### config.mk
export PLATFORM = sky130hd
export DESIGN_NAME = arbitro_memoria_flat
export DESIGN_NICKNAME = d
export VERILOG_FILES = /design/src/rtl/arbitro_memoria_if.sv /design/src/rtl/arbitro_memoria.sv /design/src/flat_wrapper.sv
export SDC_FILE = /design/constraint.sdc
export NUM_CORES = 1
export LEC_CHECK = 0
export ABC_AREA = 1
export CELL_PAD_IN_SITES_DETAIL_PLACEMENT = 1
export CELL_PAD_IN_SITES_GLOBAL_PLACEMENT = 1
export CORE_MARGIN = 8
export CORE_UTILIZATION = 31
export DETAILED_ROUTE_END_ITERATION = 10
export GPL_TIMING_DRIVEN = 0
export PLACE_DENSITY = 0.87
export SYNTH_ARGS = -nofsm -noshare
export SYNTH_HDL_FRONTEND = slang
export SYNTH_SLANG_ARGS = --single-unit
export TNS_END_PERCENT = 10
### constraint.sdc
create_clock -name clock -period 3.2 [get_ports clock]
set_clock_uncertainty 0.05 [all_clocks]
set_input_delay 0.48 -clock clock [delete_from_list [all_inputs] [get_ports clock]]
set_output_delay 0.48 -clock clock [all_outputs]
set_load 0.1 [all_outputs]
### src/rtl/arbitro_memoria_if.sv
// Bundle between the fetch stage, the load/store stage, the unified memory
// and the arbiter that sequences their accesses.
interface arbitro_memoria_if;
  // Handshake: a requester raises *_req with its address/data/direction
  // stable and keeps them so until it sees the matching one-cycle *_ack;
  // a req still high once the arbiter is idle again is a fresh request.
  logic        busca_req;
  logic [31:0] busca_end;
  logic        busca_ack;
  logic [31:0] busca_dado;

  logic        dado_req;
  logic        dado_escrita_en;
  logic [31:0] dado_end;
  logic [31:0] dado_wdata;
  logic        dado_ack;
  logic [31:0] dado_rdata;

  logic [31:0] mem_endereco;
  logic [31:0] mem_dado_escrita;
  logic        mem_leitura;
  logic        mem_escrita;
  logic [31:0] mem_instrucao;

  logic        erro_endereco;
  logic        ocupado;

  logic [1:0]  estado_dbg;
  logic [3:0]  cont_dados_dbg;

  modport slave (
    input  busca_req, busca_end, dado_req, dado_escrita_en, dado_end,
           dado_wdata, mem_instrucao,
    output busca_ack, busca_dado, dado_ack, dado_rdata, mem_endereco,
           mem_dado_escrita, mem_leitura, mem_escrita, erro_endereco,
           ocupado, estado_dbg, cont_dados_dbg
  );

  modport master (
    output busca_req, busca_end, dado_req, dado_escrita_en, dado_end,
           dado_wdata, mem_instrucao,
    input  busca_ack, busca_dado, dado_ack, dado_rdata, mem_endereco,
           mem_dado_escrita, mem_leitura, mem_escrita, erro_endereco,
           ocupado, estado_dbg, cont_dados_dbg
  );
endinterface

### src/rtl/arbitro_memoria.sv
// Registered arbiter/sequencer granting fetch or load/store access to the
// single-port strobe memory, one access at a time.
module arbitro_memoria #(
  parameter int TAM_MEM      = 1024,
  parameter int LIMITE_DADOS = 4
) (
  input logic              clock,
  input logic              reset_n,
  arbitro_memoria_if.slave bus
);

  typedef enum logic [1:0] {
    OCIOSO = 2'd0,
    ACESSO = 2'd1,
    LIBERA = 2'd2
  } estado_t;

  localparam logic [31:0] LIMITE_END = 32'(TAM_MEM);
  localparam logic [3:0]  LIMITE     = 4'(LIMITE_DADOS);

  estado_t     estado;
  logic [3:0]  cont_dados;
  logic        venc_busca;
  logic        venc_escrita;

  logic        ganha_busca;
  logic [31:0] end_venc;
  logic        fora;

  // Data has priority until it has starved a waiting fetch LIMITE times.
  always_comb begin
    ganha_busca = bus.busca_req && (!bus.dado_req || cont_dados == LIMITE);
    end_venc    = ganha_busca ? bus.busca_end : bus.dado_end;
    fora        = end_venc >= LIMITE_END;
  end

  assign bus.estado_dbg     = estado;
  assign bus.cont_dados_dbg = cont_dados;

  always_ff @(posedge clock or negedge reset_n) begin
    if (!reset_n) begin
      estado               <= OCIOSO;
      cont_dados           <= '0;
      venc_busca           <= 1'b0;
      venc_escrita         <= 1'b0;
      bus.busca_ack        <= 1'b0;
      bus.busca_dado       <= '0;
      bus.dado_ack         <= 1'b0;
      bus.dado_rdata       <= '0;
      bus.mem_endereco     <= '0;
      bus.mem_dado_escrita <= '0;
      bus.mem_leitura      <= 1'b0;
      bus.mem_escrita      <= 1'b0;
      bus.erro_endereco    <= 1'b0;
      bus.ocupado          <= 1'b0;
    end else begin
      case (estado)
        OCIOSO: begin
          if (bus.busca_req || bus.dado_req) begin
            venc_busca       <= ganha_busca;
            venc_escrita     <= !ganha_busca && bus.dado_escrita_en;
            bus.mem_endereco <= end_venc;
            bus.ocupado      <= 1'b1;
            if (!ganha_busca) bus.mem_dado_escrita <= bus.dado_wdata;

            if (ganha_busca) cont_dados <= '0;
            else if (bus.busca_req && cont_dados != LIMITE) cont_dados <= cont_dados + 4'd1;

            // Out-of-range accesses skip the memory and answer straight away.
            if (fora) begin
              estado            <= LIBERA;
              bus.erro_endereco <= 1'b1;
              if (ganha_busca) begin
                bus.busca_ack  <= 1'b1;
                bus.busca_dado <= '0;
              end else begin
                bus.dado_ack <= 1'b1;
                if (!bus.dado_escrita_en) bus.dado_rdata <= '0;
              end
            end else begin
              estado          <= ACESSO;
              bus.mem_leitura <= ganha_busca || !bus.dado_escrita_en;
              bus.mem_escrita <= !ganha_busca && bus.dado_escrita_en;
            end
          end
        end

        ACESSO: begin
          bus.mem_leitura <= 1'b0;
          bus.mem_escrita <= 1'b0;
          estado          <= LIBERA;
          if (venc_busca) begin
            bus.busca_ack  <= 1'b1;
            bus.busca_dado <= bus.mem_instrucao;
          end else begin
            bus.dado_ack <= 1'b1;
            if (!venc_escrita) bus.dado_rdata <= bus.mem_instrucao;
          end
        end

        LIBERA: begin
          bus.busca_ack     <= 1'b0;
          bus.dado_ack      <= 1'b0;
          bus.erro_endereco <= 1'b0;
          bus.ocupado       <= 1'b0;
          estado            <= OCIOSO;
        end

        default: estado <= OCIOSO;
      endcase
    end
  end

endmodule

### src/flat_wrapper.sv
// flat-port wrapper written by rule: the top's interface ports become plain ports
module arbitro_memoria_flat 
#(
  parameter int TAM_MEM      = 1024,
  parameter int LIMITE_DADOS = 4
)
  (clock, reset_n, bus_busca_req, bus_busca_end, bus_dado_req, bus_dado_escrita_en, bus_dado_end, bus_dado_wdata, bus_mem_instrucao, bus_busca_ack, bus_busca_dado, bus_dado_ack, bus_dado_rdata, bus_mem_endereco, bus_mem_dado_escrita, bus_mem_leitura, bus_mem_escrita, bus_erro_endereco, bus_ocupado, bus_estado_dbg, bus_cont_dados_dbg);
  arbitro_memoria_if bus_i ();
  input logic clock;
  input logic reset_n;
  input wire logic [$bits(bus_i.busca_req)-1:0] bus_busca_req;
  input wire logic [$bits(bus_i.busca_end)-1:0] bus_busca_end;
  input wire logic [$bits(bus_i.dado_req)-1:0] bus_dado_req;
  input wire logic [$bits(bus_i.dado_escrita_en)-1:0] bus_dado_escrita_en;
  input wire logic [$bits(bus_i.dado_end)-1:0] bus_dado_end;
  input wire logic [$bits(bus_i.dado_wdata)-1:0] bus_dado_wdata;
  input wire logic [$bits(bus_i.mem_instrucao)-1:0] bus_mem_instrucao;
  output wire logic [$bits(bus_i.busca_ack)-1:0] bus_busca_ack;
  output wire logic [$bits(bus_i.busca_dado)-1:0] bus_busca_dado;
  output wire logic [$bits(bus_i.dado_ack)-1:0] bus_dado_ack;
  output wire logic [$bits(bus_i.dado_rdata)-1:0] bus_dado_rdata;
  output wire logic [$bits(bus_i.mem_endereco)-1:0] bus_mem_endereco;
  output wire logic [$bits(bus_i.mem_dado_escrita)-1:0] bus_mem_dado_escrita;
  output wire logic [$bits(bus_i.mem_leitura)-1:0] bus_mem_leitura;
  output wire logic [$bits(bus_i.mem_escrita)-1:0] bus_mem_escrita;
  output wire logic [$bits(bus_i.erro_endereco)-1:0] bus_erro_endereco;
  output wire logic [$bits(bus_i.ocupado)-1:0] bus_ocupado;
  output wire logic [$bits(bus_i.estado_dbg)-1:0] bus_estado_dbg;
  output wire logic [$bits(bus_i.cont_dados_dbg)-1:0] bus_cont_dados_dbg;
  assign bus_i.busca_req = bus_busca_req;
  assign bus_i.busca_end = bus_busca_end;
  assign bus_i.dado_req = bus_dado_req;
  assign bus_i.dado_escrita_en = bus_dado_escrita_en;
  assign bus_i.dado_end = bus_dado_end;
  assign bus_i.dado_wdata = bus_dado_wdata;
  assign bus_i.mem_instrucao = bus_mem_instrucao;
  assign bus_busca_ack = bus_i.busca_ack;
  assign bus_busca_dado = bus_i.busca_dado;
  assign bus_dado_ack = bus_i.dado_ack;
  assign bus_dado_rdata = bus_i.dado_rdata;
  assign bus_mem_endereco = bus_i.mem_endereco;
  assign bus_mem_dado_escrita = bus_i.mem_dado_escrita;
  assign bus_mem_leitura = bus_i.mem_leitura;
  assign bus_mem_escrita = bus_i.mem_escrita;
  assign bus_erro_endereco = bus_i.erro_endereco;
  assign bus_ocupado = bus_i.ocupado;
  assign bus_estado_dbg = bus_i.estado_dbg;
  assign bus_cont_dados_dbg = bus_i.cont_dados_dbg;
  arbitro_memoria #(.TAM_MEM(TAM_MEM), .LIMITE_DADOS(LIMITE_DADOS)) u_core (.clock(clock), .reset_n(reset_n), .bus(bus_i));
endmodule
==> summary.md, run 1 <==
| Metric | Value |
|---|---|
| Pwr Density | `1070 nW/µm²` |
| Drt pass-1 iters | `4` |
| Total CTS buffers | `17` |
| CTS max path bufs | `2` |
| Initial antenna violation count | `0` |
| Outcome | `finished, final reports clean` |
| Global Route met1 Usage | `0.225` |
| FF+latch count, synth | `142` |
| Final setup violation count | `0` |
| Synth Area in Simple Gates | `0.273` |
| DR WL/cell | `18.9 µm` |
| Setup tns final | `0 ns` |
| Synth Cell Area | `6470 µm²` |
| Mapped Cells | `742` |
| Initial core utilization | `0.312` |
| Slowest CP cell | `dfrtp_1` |
| CP Data Arrival Time | `3.15 ns` |
| Hold crit path type | `reg -> reg` |
| Design Area, Final | `10,100 µm²` |
| Internal | `4.77 mW` |
| Unrepaired setup endpoints after global routing | `false` |
| Clock latency on the worst-skew pair | `0.41 ns` |
| Max stage delay on crit path | `0.40 ns` |
| Pleak | `4.80 nW` |
| Die area | `25,800 µm²` |
| Clk pwr share | `0.176` |
| Main combinational cell family by area after synthesis | `simple AND/OR/NAND/NOR gates` |
| DRT antenna net count | `0` |
| Critical Path RT | `3.45 ns` |
| Largest net degree at the start of global routing | `85` |
| Synthesized area per cell | `8.73 µm²` |
| Post-synth net total | `877` |
| Fin Hold WS | `0.421 ns` |
| Slew margin rel. | `0.282` |
| Area delta synth->final | `56.5%` |
| Register area share after synthesis | `0.549` |
| Max-slew violation count | `0` |
| Fin crit period | `2.90 ns` |
| Routability cong. | `0.791` |
| # IOs | `273` |
| Initial drt markers | `255` |
| Post-Place Setup Slack | `0.116 ns` |
| First-pass GRT wire length | `40,100 µm` |
| Hpwl dp | `19,300 µm` |
| Total Nets Final | `1,169` |
| Final period utilization | `0.907` |
| Mux contribution to synthesized area | `0.0557` |
| DR vias/cell | `4.83` |
| CTS clk-pin slew, worst paths | `0.07 ns` |
| Endpoints failing hold | `0` |
| CP Cell Sequence | `inv_1, ha_1, nand3_2, nand2_4, nand2_4, buf_2, nand2_1, nand2_1, nor2_1, nand2_1, nor2_1, nand3_2, clkbuf_1, nand4_1, nand2_1` |
| Routed wire length | `25,000 µm` |
| FP Rows | `53` |
| Gr ovfl total | `0` |
| Number of antenna diodes | `0` |
| Switching pwr | `6.04 mW` |
| Placed cell areas | `9560 µm²` |
| CORE AREA | `20,800 µm²` |
| Max Clock Freq | `345 MHz` |
| Post-CTS sizing | `0` |
| Net Sw Frac | `0.558` |
| Met3 Resource Use GR | `0.0535` |
| Least-Margin Pin Slew | `1.07 ns` |
| Yosys warning count | `0` |
| CP max FO | `10` |
| Netlist cell types | `27` |
| Post-synthesis adder-cell area fraction | `0.00386` |
| Flop pwr share | `0.234` |
| Chip Height | `161 µm` |
| Gr usage total | `0.196` |
| Combinational power share | `0.589` |
| CTS sink count | `142` |
| Share of cells above drive strength 1 | `0.0888` |
| Vias in the first global route | `7,139` |
| Critical path class | `reg -> reg` |
| Most common cell on crit path | `nand2_1` |
| I/O Buffers | `271` |
| CP endpoint kind | `flip-flop` |
| Peak supply drop | `0.640 mV` |
| # DRC | `0` |
| Complex-gate fraction of the synthesized area | `0.0427` |
| Worst setup margin | `0.299 ns` |
| Met2 usage | `0.331` |
| Maxcap violations | `0` |
| CTS tree | `yes` |
| Root buffer cell | `clkbuf_16` |
| Fill cells | `2,396` |
| Synth Area in XOR/XNOR | `0.00271` |
| H-tree Lvls | `4` |
| GRT Max-Usage Layer | `met2` |
| Vias | `6,379` |
| Pwr Total | `10.8 mW` |
| CP startpoint kind | `flip-flop` |
| Die width | `161 µm` |
## registers in the layout, indices dropped and copies added, names as in the netlist, 2 cells and up
| signal | count |
|---|---|
| u_core.bus.busca_dado | 32 |
| u_core.bus.estado_dbg | 2 |
| u_core.bus.dado_rdata | 32 |
| u_core.bus.mem_dado_escrita | 32 |
| u_core.bus.cont_dados_dbg | 4 |
| u_core.bus.mem_endereco | 32 |
## cell usage after synthesis (all sizes together)
master,instances,area [µm²]
a211oi,1,7.51
a21oi,22,110
a31oi,13,81.3
buf,21,139
clkbuf,25,93.8
clkinv,1,3.75
dfrtp,142,3550
ha,2,25.0
inv,64,240
mux2,32,360
nand2,230,878
nand3,19,115
nand3b,7,52.6
nand4,65,407
nor2,79,302
nor3,1,5.00
nor4,1,6.26
o21ai,13,65.1
o22ai,2,12.5
xor2,2,17.5
## kinds of logic after synthesis
group                      Yosys count
DFF                                142
muxes                               32
and+or+nand+nor                    402
adders and majority gates            2
xor gates and xnor gates             2
AOI/OAI and AO/OA                   51
buffers and inverters              111
## path summary, 6_finish.rpt
kind                            slack [ns]                         start  cells past startpoint                        end
worst max-delay path                  0.30  u_core.bus.cont_dados_dbg[0]                     15  u_core.bus.dado_rdata[29]
worst min-delay path                  0.42      u_core.bus.erro_endereco                      2   u_core.bus.erro_endereco
worst max register to register        0.30  u_core.bus.cont_dados_dbg[0]                     15  u_core.bus.dado_rdata[29]
worst min register to register        0.42      u_core.bus.erro_endereco                      2   u_core.bus.erro_endereco
max in group asynchronous             1.70                       reset_n                      3   u_core.bus.busca_dado[9]
min in group asynchronous             0.55                       reset_n                      2  u_core.bus.dado_rdata[25]
## routing by layer
metal	vias to the layer above	wire (µm)
met5	-	0
met4	0	934
met3	48	1660
met2	198	12100
met1	3137	10200
li1	2996	-
## worst max-delay path: cells and delay by family (launching register included)
family                   cells  cell delay (ns)
adder cells (fa/ha/maj)      1             0.19
AND/OR/NAND/NOR             11             1.44
buffers and inverters        3             0.69
flip-flops                   1             0.40
## final cells by class
class                           instances  area (µm²)  area share
Tap cell                              275         344      0.0340
Buffer                                 46         233      0.0230
Sequential cell                       142        3550       0.351
Clock inverter                         14         124      0.0122
Timing Repair Buffer                  273        2750       0.272
Inverter                               65         244      0.0241
Multi-Input combinational cell        489        2440       0.241
Clock buffer                           18         439      0.0433
## timing repair
item,CTS,global route
hold buffers,1,0
endpoints found under the setup margin,0,0
endpoints found under the hold margin,23,0
buffers inserted,0,0
## cells in the final DEF, fill, tap and decap left out
cell / count
o22ai_1: 2
dlygate4sd3_1: 1
buf_6: 6
ha_1: 2
clkinvlp_4: 3
clkinv_4: 4
clkbuf_1: 25
inv_8: 2
nor4_1: 1
nand2_4: 2
nand2_1: 228
inv_6: 5
nand3_2: 4
a211oi_1: 1
clkbuf_8: 1
inv_2: 2
buf_16: 1
mux2_2: 32
nor2_2: 2
nand3_1: 15
buf_1: 4
clkbuf_16: 17
nand4_1: 65
o21ai_0: 13
nor3_1: 1
clkdlybuf4s50_1: 270
clkinv_1: 1
buf_2: 9
buf_4: 3
nor2_1: 77
inv_1: 62
a21oi_1: 22
a31oi_1: 13
nand3b_1: 7
dfrtp_1: 142
xor2_1: 2
## power groups by stage
| stage | combinational (mW) | sequential (mW) | clock, mW |
|---|---|---|---|
| floorplan | 1.20 | 5.98 | 0 |
| detailed placement | 6.40 | 2.57 | 0 |
| finish | 6.37 | 2.53 | 1.90 |
| global placement | 6.33 | 2.54 | 0 |
| CTS | 6.42 | 2.54 | 1.95 |
| global route | 6.65 | 2.60 | 2.03 |
## per-stage QoR
step | utilization | std cells
after floorplan | - | 742
after global placement | 0.459 | 1288
after detailed placement | 0.461 | 1289
after CTS | 0.488 | 1322
after global routing | 0.488 | 1322
final | 0.488 | 1322
Note: power is estimated with default switching activity, not from simulation.
==> run 2, diff against run 1 <==
--- a/config.mk
+++ b/config.mk
@@ -13,6 +13,7 @@
 export DETAILED_ROUTE_END_ITERATION = 10
 export GPL_TIMING_DRIVEN = 0
 export PLACE_DENSITY = 0.87
+export SLEW_MARGIN = 40
 export SYNTH_ARGS = -nofsm -noshare
 export SYNTH_HDL_FRONTEND = slang
 export SYNTH_SLANG_ARGS = --single-unit
==> run 2 against run 1 <==
  * Fmax is 2.3% higher
  * Sequential power hardly changed
  * Core utilization fell by 3.0 points
  * Largest power group unchanged
  * Via count is 0.19% lower
  * Register-to-register slack better by 0.06 ns
  * Setup slack improved by 0.065 ns
  * Power decreased by 2.6%
  * Global-route usage fell by 0.68 points
==> summary.md, run 2 (same netlist as run 1, synthesis figures left out) <==
| Metric | Value |
|---|---|
| Worst setup startpoint | `u_core.bus.cont_dados_dbg[0]` |
| Setup tns final | `0 ns (unchanged)` |
| Area delta synth->final | `46.8%` |
| Die area | `25,800 µm² (unchanged)` |
| Largest net degree at the start of global routing | `71 (-16%)` |
| CTS tree | `yes` |
| Total Nets Final | `1,170 (+0.086%)` |
| Gr usage total | `0.189 (-0.00685)` |
| Pleak | `4.99 nW (+3.9%)` |
| Fin Hold WS | `0.418 ns (-0.00324 ns)` |
| Max stage delay on crit path | `0.39 ns (about the same)` |
| Multi-input gate area | `2440 µm² (unchanged)` |
| FP Rows | `53 (unchanged)` |
| Total CTS buffers | `17 (unchanged)` |
| Post-CTS sizing | `0 (unchanged)` |
| Routability cong. | `0.791 (unchanged)` |
| FF-to-FF path depth | `15 (unchanged)` |
| Initial drt markers | `202 (-21%)` |
| Most frequent cells in the layout | `nand2_1 (228), buf_2 (149), dfrtp_1 (142)` |
| Layout Utilization | `0.458 (-0.0302)` |
| CTS max path bufs | `2 (unchanged)` |
| Peak supply drop | `0.742 mV (+16%)` |
| DRT antenna net count | `0 (unchanged)` |
| CTS clk-pin slew, worst paths | `0.06 ns (about the same)` |
| Clock latency on the worst-skew pair | `0.42 ns (about the same)` |
| Chip Height | `161 µm (unchanged)` |
| DR WL/cell | `18.4 µm (-2.4%)` |
| Outcome | `finished, final reports clean` |
| Pwr Density | `1110 nW/µm² (+3.8%)` |
| Critical Path RT | `3.45 ns (about the same)` |
| Commonest non-fill, non-tap cell in the layout | `nand2_1` |
| I/O Buffers | `271 (unchanged)` |
| Slowest CP cell | `dfrtp_1` |
| Reg2reg end | `u_core.bus.busca_dado[11]` |
| Drt pass-1 iters | `6 (+2)` |
| Final period utilization | `0.886 (-0.0202)` |
| Critical path depth | `15 (unchanged)` |
| Slew margin rel. | `0.572 (+0.290)` |
| Least-Margin Pin Slew | `0.641 ns (-0.432 ns)` |
| Maxcap violations | `0 (unchanged)` |
| First-pass GRT wire length | `38,800 µm (-3.1%)` |
| Hpwl dp | `18,900 µm (-2.0%)` |
| Largest delay share family, worst path | `simple AND/OR/NAND/NOR gates` |
| Placed cell areas | `8880 µm² (-7.1%)` |
| Worst setup endpoint | `u_core.bus.busca_dado[11]` |
| Share of cells above drive strength 1 | `0.223 (+0.134)` |
| DR vias/cell | `4.81 (-0.41%)` |
| CP max FO | `10 (unchanged)` |
| Die width | `161 µm (unchanged)` |
| CP endpoint kind | `flip-flop` |
| # DRC | `0 (unchanged)` |
| Fin crit period | `2.84 ns (-0.0645 ns)` |
| Routed wire length | `24,400 µm (-2.2%)` |
| Setup Buffers After CTS | `0 (unchanged)` |
| Unrepaired setup endpoints after global routing | `false` |
| Design Area, Final | `9510 µm² (-6.2%)` |
| Hold_buf cts | `1 (unchanged)` |
| Most common cell on crit path | `nand2_1` |
| Gr ovfl total | `0 (unchanged)` |
| Worst setup margin | `0.363 ns (+0.0645 ns)` |
| CORE AREA | `20,800 µm² (unchanged)` |
| CP startpoint kind | `flip-flop` |
| Vias in the first global route | `6,922 (-3.0%)` |
| Worst path bufs/invs | `3 (unchanged)` |
| CTS sink count | `142 (unchanged)` |
| H-tree Lvls | `4 (unchanged)` |
| Seq. cell area | `3550 µm² (unchanged)` |
| Initial core utilization | `0.312 (unchanged)` |
| Max-slew violation count | `0 (unchanged)` |
| Initial antenna violation count | `2 (+2)` |
| Root buffer cell | `clkbuf_16` |
| Final setup violation count | `0 (unchanged)` |
| Register-to-register setup slack | `0.36 ns (+0.06 ns)` |
| CP Data Arrival Time | `3.09 ns (-0.06 ns)` |
| Fill cells | `2,498 (+4.3%)` |
| Reg-to-Reg Start | `u_core.bus.cont_dados_dbg[0]` |
| Vias | `6,367 (-0.19%)` |
| Max Clock Freq | `353 MHz (+2.3%)` |
| Hold crit path type | `reg -> reg` |
| CP Cell Sequence | `inv_1, ha_1, nand3_2, nand2_4, nand2_4, buf_2, nand2_1, nand2_1, nor2_1, nand2_1, nor2_1, nand3_2, clkbuf_1, nand4_1, nand2_1` |
| Post-Place Setup Slack | `0.145 ns (+0.0286 ns)` |
| # IOs | `273 (unchanged)` |
| Critical path class | `reg -> reg` |
| Endpoints failing hold | `0 (unchanged)` |
==> run 2: worst min-delay path by stage <==
stage          cells past startpoint                      start                         to  slack, ns
2_1_floorplan                      0                    reset_n       u_core.bus.busca_ack       0.13
3_3_place_gp                       2   u_core.bus.busca_dado[6]   u_core.bus.busca_dado[6]       0.40
3_5_place_dp                       1                    reset_n  u_core.bus.dado_rdata[25]       0.32
4_1_cts                            2   u_core.bus.busca_dado[0]   u_core.bus.busca_dado[0]       0.42
5_1_grt                            2  u_core.bus.busca_dado[28]  u_core.bus.busca_dado[28]       0.44
6_report                           2  u_core.bus.busca_dado[27]  u_core.bus.busca_dado[27]       0.42
==> run 2: layout make-up <==
cell class	count	share of cell area
plain buffers	46	0.0245
clock inverters	15	0.0192
diodes	2	0.000526
repair buffers	274	0.218
inverters	65	0.0257
multi-input cells	489	0.257
clock buffers	17	0.0447
well taps	275	0.0362
flip-flops and latches	142	0.374
==> run 2: report_power, final <==
part | switching [mW] | total [mW] | internal, mW
clock | 0.856 | 2.10 | 1.24
sequential | 0.244 | 2.52 | 2.28
combinational | 4.90 | 5.91 | 1.01
==> run 2: per-layer routing <==
| metal | vias to the layer above | wire length [µm] | GRT usage |
|---|---|---|---|
| li1 | 2996 | - | - |
| met1 | 3139 | 10300 | 0.221 |
| met2 | 190 | 12000 | 0.320 |
| met3 | 42 | 1490 | 0.0553 |
| met4 | 0 | 629 | 0.0714 |
| met5 | - | 0 | 0 |
==> run 2: tightest hold or removal path, delay by kind of cell, from the launching register on <==
| kind | cells | cell delay (ns) |
|---|---|---|
| flops | 1 | 0.34 |
| simple gates | 2 | 0.09 |
==> run 2: through the flow <==
step / std cells / power [mW]
finish: 1325 / 10.5
global route: 1325 / 11.0
CTS: 1323 / 10.6
detailed placement: 1290 / 8.51
global placement: 1288 / 8.87
floorplan: 742 / 7.18
